<file path="config.mk">
export PLATFORM = sky130hd
export DESIGN_NAME = ex_stage
export DESIGN_NICKNAME = d
export VERILOG_FILES = /design/src/rtl/ex_stage.sv
export SDC_FILE = /design/constraint.sdc
export NUM_CORES = 1
export LEC_CHECK = 0
export ABC_AREA = 1
export CAP_MARGIN = 20
export CORE_MARGIN = 5
export CORE_UTILIZATION = 30
export DETAILED_ROUTE_END_ITERATION = 16
export GPL_TIMING_DRIVEN = 0
export PLACE_DENSITY = 0.55
export SYNTH_ARGS = -nofsm -noshare
export SYNTH_HDL_FRONTEND = slang
export SYNTH_SLANG_ARGS = --single-unit
</file>
<file path="constraint.sdc">
create_clock -name clk -period 9.6 [get_ports clk]
set_clock_uncertainty 0.15 [all_clocks]
set_input_delay 1.44 -clock clk [delete_from_list [all_inputs] [get_ports clk]]
set_output_delay 1.44 -clock clk [all_outputs]
set_load 0.005 [all_outputs]
</file>
<file path="src/rtl/ex_stage.sv">
// ----------------------------------------------------------------------------
// ex_stage: execute stage of a 5-stage MIPS-style pipeline.
//
// What it does
//   - Selects the forwarded A and B operands.
//   - Contains the ALU and the destination-register mux.
//   - Contains a multi-cycle multiply/divide unit (MDU) that owns the HI and
//     LO registers.
//
// Ports
//   clk, reset         Rising-edge clock. reset is asynchronous, active low.
//   ALUSrc             Selects the ALU B input: 1 = sign_extended, 0 = the
//                      forwarded rt value.
//   ALUOp              ALU class. 00 add, 01 sub, 11 or, 10 decode by funct.
//   RegDst             Selects the destination register: 1 = rd, 0 = rt.
//   RDdata1, RDdata2,  Operands from the ID/EX register.
//   sign_extended
//   rt, rd, funct      Instruction fields.
//   fwd_a, fwd_b       Forwarding selects: 10 = EX/MEM, 01 = MEM/WB,
//                      00/11 = register file.
//   exmem_result,      Forwarded values.
//   memwb_result
//   alu_result, zero   ALU output, and a flag that is 1 when alu_result == 0.
//   write_reg          Destination register number.
//   store_data         Forwarded rt value, used by stores.
//   stall              Hold request to PC, IF/ID and ID/EX while the MDU runs.
// ----------------------------------------------------------------------------
module ex_stage (
    input  logic        clk,
    input  logic        reset,
    input  logic        ALUSrc,
    input  logic [1:0]  ALUOp,
    input  logic        RegDst,
    input  logic [31:0] RDdata1,
    input  logic [31:0] RDdata2,
    input  logic [31:0] sign_extended,
    input  logic [4:0]  rt,
    input  logic [4:0]  rd,
    input  logic [5:0]  funct,
    input  logic [1:0]  fwd_a,
    input  logic [1:0]  fwd_b,
    input  logic [31:0] exmem_result,
    input  logic [31:0] memwb_result,
    output logic [31:0] alu_result,
    output logic        zero,
    output logic [4:0]  write_reg,
    output logic [31:0] store_data,
    output logic        stall
);

    localparam logic [5:0] F_ADD   = 6'b100000;
    localparam logic [5:0] F_SUB   = 6'b100010;
    localparam logic [5:0] F_AND   = 6'b100100;
    localparam logic [5:0] F_OR    = 6'b100101;
    localparam logic [5:0] F_SLT   = 6'b101010;
    localparam logic [5:0] F_MFHI  = 6'b010000;
    localparam logic [5:0] F_MFLO  = 6'b010010;
    localparam logic [5:0] F_MULTU = 6'b011001;
    localparam logic [5:0] F_DIVU  = 6'b011011;

    typedef enum logic [1:0] {
        IDLE = 2'd0,
        MUL  = 2'd1,
        DIV  = 2'd2,
        DONE = 2'd3
    } mdu_state_t;

    // ------------------------------------------------------------------
    // Operand selection
    // ------------------------------------------------------------------
    logic [31:0] op_a;
    logic [31:0] op_fb;
    logic [31:0] alu_b;

    always_comb begin
        case (fwd_a)
            2'b10:   op_a = exmem_result;
            2'b01:   op_a = memwb_result;
            default: op_a = RDdata1;
        endcase
        case (fwd_b)
            2'b10:   op_fb = exmem_result;
            2'b01:   op_fb = memwb_result;
            default: op_fb = RDdata2;
        endcase
        alu_b = ALUSrc ? sign_extended : op_fb;
    end

    assign store_data = op_fb;
    assign write_reg  = RegDst ? rd : rt;

    // ------------------------------------------------------------------
    // MDU state
    // ------------------------------------------------------------------
    mdu_state_t  state_q, state_d;
    logic [4:0]  cnt_q,   cnt_d;
    logic [63:0] acc_q,   acc_d;   // multiply: {partial, multiplier}; divide: {rem, quot}
    logic [31:0] opb_q,   opb_d;   // multiplicand or divisor
    logic [31:0] hi_q,    hi_d;
    logic [31:0] lo_q,    lo_d;

    logic        mul_req;
    logic        div_req;

    assign mul_req = (ALUOp == 2'b10) && (funct == F_MULTU);
    assign div_req = (ALUOp == 2'b10) && (funct == F_DIVU);

    // One shift-add step. The 33-bit sum keeps the carry, which becomes
    // the new top bit when the accumulator shifts right.
    logic [32:0] mul_sum;
    logic [63:0] mul_next;

    // One restoring-division step. The remainder stays below the divisor,
    // so after a subtraction the result always fits in 32 bits. A zero
    // divisor makes every step "succeed". That gives an all-ones quotient
    // and leaves the dividend as the remainder.
    logic [32:0] div_shift;
    logic        div_ge;
    logic [31:0] div_rem;
    logic [63:0] div_next;

    always_comb begin
        mul_sum   = {1'b0, acc_q[63:32]} + {1'b0, (acc_q[0] ? opb_q : 32'd0)};
        mul_next  = {mul_sum, acc_q[31:1]};

        div_shift = {acc_q[63:32], acc_q[31]};
        div_ge    = (div_shift >= {1'b0, opb_q});
        div_rem   = div_ge ? (div_shift[31:0] - opb_q) : div_shift[31:0];
        div_next  = {div_rem, acc_q[30:0], div_ge};
    end

    always_comb begin
        state_d = state_q;
        cnt_d   = cnt_q;
        acc_d   = acc_q;
        opb_d   = opb_q;
        hi_d    = hi_q;
        lo_d    = lo_q;
        stall   = 1'b0;

        case (state_q)
            IDLE: begin
                // Gate with reset so the hold request drops while reset is held.
                stall = (mul_req || div_req) && reset;
                if (mul_req || div_req) begin
                    acc_d   = {32'd0, op_a};
                    opb_d   = alu_b;
                    cnt_d   = 5'd0;
                    state_d = mul_req ? MUL : DIV;
                end
            end
            MUL: begin
                stall = 1'b1;
                acc_d = mul_next;
                cnt_d = cnt_q + 5'd1;
                if (cnt_q == 5'd31) begin
                    hi_d    = mul_next[63:32];
                    lo_d    = mul_next[31:0];
                    state_d = DONE;
                end
            end
            DIV: begin
                stall = 1'b1;
                acc_d = div_next;
                cnt_d = cnt_q + 5'd1;
                if (cnt_q == 5'd31) begin
                    hi_d    = div_next[63:32];
                    lo_d    = div_next[31:0];
                    state_d = DONE;
                end
            end
            DONE: begin
                // Always return to IDLE for one cycle, even if an MDU
                // instruction is still presented.
                state_d = IDLE;
            end
            default: state_d = IDLE;
        endcase
    end

    always_ff @(posedge clk or negedge reset) begin
        if (!reset) begin
            state_q <= IDLE;
            cnt_q   <= 5'd0;
            acc_q   <= 64'd0;
            opb_q   <= 32'd0;
            hi_q    <= 32'd0;
            lo_q    <= 32'd0;
        end else begin
            state_q <= state_d;
            cnt_q   <= cnt_d;
            acc_q   <= acc_d;
            opb_q   <= opb_d;
            hi_q    <= hi_d;
            lo_q    <= lo_d;
        end
    end

    // ------------------------------------------------------------------
    // ALU
    // ------------------------------------------------------------------
    always_comb begin
        alu_result = 32'd0;
        case (ALUOp)
            2'b00: alu_result = op_a + alu_b;
            2'b01: alu_result = op_a - alu_b;
            2'b11: alu_result = op_a | alu_b;
            default: begin
                // multu, divu and undefined funct codes leave the result at 0.
                case (funct)
                    F_ADD:   alu_result = op_a + alu_b;
                    F_SUB:   alu_result = op_a - alu_b;
                    F_AND:   alu_result = op_a & alu_b;
                    F_OR:    alu_result = op_a | alu_b;
                    F_SLT:   alu_result = {31'd0, ($signed(op_a) < $signed(alu_b))};
                    F_MFHI:  alu_result = hi_q;
                    F_MFLO:  alu_result = lo_q;
                    default: alu_result = 32'd0;
                endcase
            end
        endcase
    end

    assign zero = (alu_result == 32'd0);

endmodule

</file>
# Word-level counts from Yosys, hierarchy flattened
# Index checks and enable logic that the tools add are counted.
[classes]
add_sub_neg = 5
n_mul = 0
n_div = 0
magnitude_cmp = 2
n_eq_ne = 24
shift = 0
mux = 23
bitwise_logic = 2
reduce_logical = 16
[op_table]
columns = ["op", "count"]
rows = [
  ["$pmux W32 S2", 4],
  ["$mux W32", 7],
  ["$pmux W32 S7", 1],
  ["$pmux W64 S3", 1],
  ["$pmux W32 S3", 1],
  ["$mux W64", 1],
  ["$sub A32 B32 Y32", 2],
  ["$add A32 B32 Y33", 1],
  ["$ge A33 B32 Y1", 1],
  ["$add A32 B32 Y32", 1],
  ["$and A32 B32 Y32", 1],
  ["$logic_not A32 Y1", 1],
  ["$lt A32 B32 Y1", 1],
  ["$or A32 B32 Y32", 1],
  ["$eq A6 B6 Y1 const B", 5],
  ["$eq A6 B5 Y1 const B", 4],
  ["$eq A2 B2 Y1 const B", 6],
  ["$mux W5", 2],
  ["$pmux W5 S2", 1],
  ["$eq A2 B1 Y1 const B", 4],
  ["$reduce_and A2 Y1", 4],
  ["$mux W2", 3],
  ["$ne A2 B2 Y1 const B", 3],
  ["$pmux W2 S3", 1],
  ["11 further kinds", 15],
]
[totals]
regBits = 167
latchBits = 0
mem_bits_rw = 0
romBits = 0
inputBits = 186
out_inout_bits = 71
wordCells = 78
memories = 0

# Longest topological paths before layout
[logic_depth]
depth_word = 7
ltp_mapped = 31

# Worst setup path before layout
# No wires, ideal clock.
[synth_timing]
path_type = "input -> output"
startpoint = "in fwd_b[0]"
endpoint = "out zero"
arrival_ps = 4632
required_ps = 8010
setup_slack_ps = 3378
stages = 29
cell_sequence = "inv_1 ha_1 clkbuf_1 inv_1 clkbuf_1 nor2_1 a21oi_1 o21ai_0 inv_1 ha_1 inv_1 fa_1 inv_1 nand2_1 nand2_1 nand2_1 o21ai_1 nand2_1 nand2_1 nor2_1 nor2_1 nand2_1 nor2_1 nand2_1 nor2_1 nand2_1 nor2_1 nand2_1 nor2_1"
[synth_between]
elab_chain_cells = 7
[synth_rtl]
columns = ["item", "line", "source"]
rows = [
  ["start, declared", "41", "input logic [1:0] fwd_b,"],
  ["$eq A2 B1 Y1 / $eq A2 B2 Y1 (equally long branches)", "81", "case (fwd_b)"],
  ["$pmux W32 S2 (*)", "81", ""],
  ["net store_data[0]", "47", "output logic [31:0] store_data,"],
  ["$mux W32 (*)", "86", "alu_b = ALUSrc ? sign_extended : op_fb;"],
  ["net alu_b[0]", "73", "logic [31:0] alu_b;"],
  ["$sub A32 B32 Y32 / $add A32 B32 Y32 (equally long branches)", "--", ""],
  ["$pmux W32 S7", "210", "case (funct)"],
  ["$pmux W32 S3 (*)", "204", "case (ALUOp)"],
  ["net alu_result[8]", "44", "output logic [31:0] alu_result,"],
  ["$logic_not A32 Y1 (*)", "224", "assign zero = (alu_result == 32'd0);"],
  ["end, declared", "45", "output logic zero,"],
]
# The timed path passes the listed nets; every way through them passes the cells marked *.

# Worst setup path after layout
[layout_timing]
startpoint = "in fwd_b[1]"
endpoint = "out zero"
[layout_between]
elab_chain_cells = 7
[layout_rtl]
columns = ["item", "line"]
rows = [
  ["$eq A2 B1 Y1 / $eq A2 B2 Y1 (equally long branches)", "81"],
  ["$pmux W32 S2 (*)", "81"],
  ["$mux W32 (*)", "86"],
  ["net alu_b[0]", "73"],
  ["$sub A32 B32 Y32, or another cell as far along", "206, 212"],
  ["$pmux W32 S7", "210"],
  ["$pmux W32 S3 (*)", "204"],
  ["$logic_not A32 Y1 (*)", "224"],
]
# Marked as above.

==> impl_metrics.ini <==
[setup_path]
critical_path.startpoint_type = input port
startpoint = fwd_b[1]
critPathCapture = zero
r2r_slack_ns = 5.51
path_class = input port to output pin
critical_path_buf_inv_count = 7
reg2regPathDepth = 23
path_depth = 29
critPathMostFrequentCell = nand2_1
worst_ep_arrival_time_ns = 7.92
endpoint_kind = output pin
crit_fanout = 10
r2r_end = hi_q[25]
slowest_delay_ns = 0.94
crit_path_top_delay_cell = clkbuf_1
critPathRequiredTime_ns = 8.01
critical-path-top-delay-family = buffers and inverters
rr_startpoint = acc_q[0]

[yosys]
synthAdderAreaFrac_pct = 10.8
synth_compound_area_share_pct = 20.2
synth_nets = 4078
ys_seq_elements = 167
synth_warnings = 0
netlist_area_um2 = 21700
syn_area_per_cell_um2 = 5.84
synth-seq-area-share_pct = 19.3
synthSimpleGateAreaFrac_pct = 35.0
synthMuxAreaShare_pct = 0.260
synth.distinct_cells = 54
synth_top_family_by_area = simple AND/OR/NAND/NOR gates
syn_inst = 3708
synthXorXnorAreaFrac_pct = 1.58

[floorplan]
die_width_um = 279
num_rows = 98
core_um2 = 71500
fp.dieH_um = 279
die_area_um2 = 77600
ios = 257
start_util_pct = 30.3

[cells_and_area]
utilization_pct = 36.6
post-route-cell-area_um2 = 26200
area_growth_pct = 20.9
n_antenna_cell = 0
final_nets = 4361
fin_cells = 4954
drive_gt1_share_pct = 4.42

[sta]
rsz0062_at_grt = false
relSlewSlack_pct = 16.7
min_period_over_period_pct = 99.0
tightest_slew_ns = 1.25
period_needed_ns = 9.51
setup_viol = 0
hold_slack_ns = 0.337
layout_setup_ws_ns = 0.0932
hold_violations = 0
max_freq_mhz = 105
setup-tns-final_ns = 0
finalMaxSlewViolations = 0

[power_and_ir_drop]
power.total_mw = 5.53
ir_drop_v = 0.000180
leakagePower_nw = 13.4
power_density_nw_per_um2 = 211

[clocking]
clk_latency_ns = 0.46
cts-buffers-inserted = 17
post_cts_buffers = 0
cts.sinks = 167
clkTransAtPathRegs_ns = 0.06
cts_tree = done
h-tree-depth = 4
cts_buffer_depth = 2
root_buffer = clkbuf_16

[run_status]
status = finished, final reports clean

[job]
cap_violations = 0

[grt]
grt_overflow = 0
grt_pass1_wl_mm = 163
grt_pass1_vias = 25100
grtUsageTotal_pct = 27.8
antenna_found_initial = 2
use_met2_pct = 47.7
grt-busiest-layer = met2
gr-usage-met1_pct = 35.9
met3_usage_pct = 2.78
grt_max_degree = 117

[place]
gp_congestion = 1.03
hpwl_mm = 96.0
place_area_um2 = 25500
dp.cells = 4922
pre_cts_slack_ns = 0.148
io_buffers = 255

[detailed_routing]
routed_wl_mm = 114
via_per_inst = 5.25
drtPass1Iterations = 6
first_iter_violations = 2453
wl_per_cell_um = 23.0
drc_errors = 0
vias = 26000
ant_nets = 0

[worst_hold_path]
hp-class = register to register
cells by family (layout without fill, tap and decap cells):
logic type      count (synthesis)  in the layout
simple gates                 1847           1847
compound gates                752            752
buf+inv                       714           1010
fa+ha+maj                     184            184
flops                         167            167
xor+xnor                       39             39
mux                             5              5
timing repair:
| action | in CTS | in global routing |
|---|---|---|
| gates resized for setup | 0 | 2 |
| setup endpoints to repair | 0 | 1 |
| hold buffers | 0 | 0 |
| hold endpoints to repair | 0 | 0 |
layout by cell type (no fill, tap or decap), types with 5 or more instances in the layout:
master	count
a211oi_1	7
a21o_1	10
a21oi_1	249
a21oi_2	5
a221o_1	30
a22oi_1	7
a31oi_1	45
buf_1	6
buf_2	40
buf_4	8
buf_8	7
clkbuf_1	95
clkbuf_16	17
clkdlybuf4s50_1	254
dfrtp_1	167
ha_1	180
inv_1	544
inv_2	14
mux2_2	5
nand2_1	1092
nand2_2	7
nand3_1	284
nand3b_1	13
nand4_1	24
nor2_1	353
nor2_2	15
nor3_1	31
o211ai_1	13
o211ai_2	17
o21a_1	9
o21ai_0	284
o21ai_1	22
o21bai_1	15
o221ai_1	6
o22ai_1	18
or2_2	12
xnor2_1	17
xor2_1	22
power breakdown:
group	switching [mW]	internal, mW	total, mW
logic	2.58	1.14	3.72
registers	0.145	0.894	1.04
clock network	0.326	0.445	0.771
total	3.05	2.48	5.53
layer usage:
layer	up-vias	wire length [µm]
li1	12600	-
met1	12100	47700
met2	1098	53400
met3	194	7420
met4	0	5350
met5	-	0
synthesized netlist by cell type (all sizes together):
library cell | instances | area share, %
or3b | 1 | 0.040
or2 | 15 | 0.43
clkinv | 2 | 0.035
a21oi | 255 | 6.0
a211oi | 7 | 0.24
dfrtp | 167 | 19
o221a | 2 | 0.10
a21boi | 5 | 0.17
o21ai | 306 | 7.1
a221oi | 2 | 0.081
and2 | 3 | 0.087
buf | 56 | 1.5
nand3b | 13 | 0.45
a2111oi | 1 | 0.040
nand2 | 1099 | 19
nor3 | 33 | 0.81
o22ai | 18 | 0.52
clkbuf | 98 | 1.7
o21bai | 15 | 0.52
nand3 | 284 | 6.6
and3 | 2 | 0.058
a221o | 30 | 1.4
nor2 | 368 | 6.6
fa | 4 | 0.37
nor4 | 5 | 0.17
mux2 | 5 | 0.26
o221ai | 6 | 0.24
inv | 558 | 9.7
a22o | 3 | 0.12
o21a | 9 | 0.31
a211o | 1 | 0.040
xnor2 | 17 | 0.69
a21o | 10 | 0.35
o211ai | 30 | 1.4
xor2 | 22 | 0.89
nand4 | 24 | 0.69
ha | 180 | 10
a22oi | 7 | 0.24
a31oi | 45 | 1.3
sequential cells by signal (all words and copies together), names as in the netlist:
signal and cells:
cnt_q 5, acc_q 64, lo_q 32, opb_q 32, state_q 2, hi_q 32
tightest hold or removal path, cell delays in order (launching register included):
cell and delay [ns]:
dfrtp_1 0.34, nand2_1 0.06, nand2_1 0.05
final cells by class:
class / instances / area, µm²
fill: 8058 / 45300
multi-input combinational: 2827 / 14700
sequential: 167 / 4180
timing repair buffer: 264 / 2690
inverter: 560 / 2100
tap: 950 / 1190
buffer: 154 / 687
clock buffer: 18 / 439
clock inverter: 14 / 198
worst min path at each step:
stage | slack (ns) | end | start | depth (start not counted)
final | 0.34 | hi_q[24] | hi_q[24] | 2
after global routing | 0.37 | hi_q[9] | hi_q[9] | 2
after CTS | 0.34 | hi_q[18] | hi_q[18] | 2
after detailed placement | 0.32 | hi_q[18] | hi_q[18] | 2
after global placement | 0.32 | hi_q[12] | hi_q[12] | 2
after floorplan | 0.30 | hi_q[12] | hi_q[12] | 2
No activity file was read; power rests on OpenSTA's default activity.
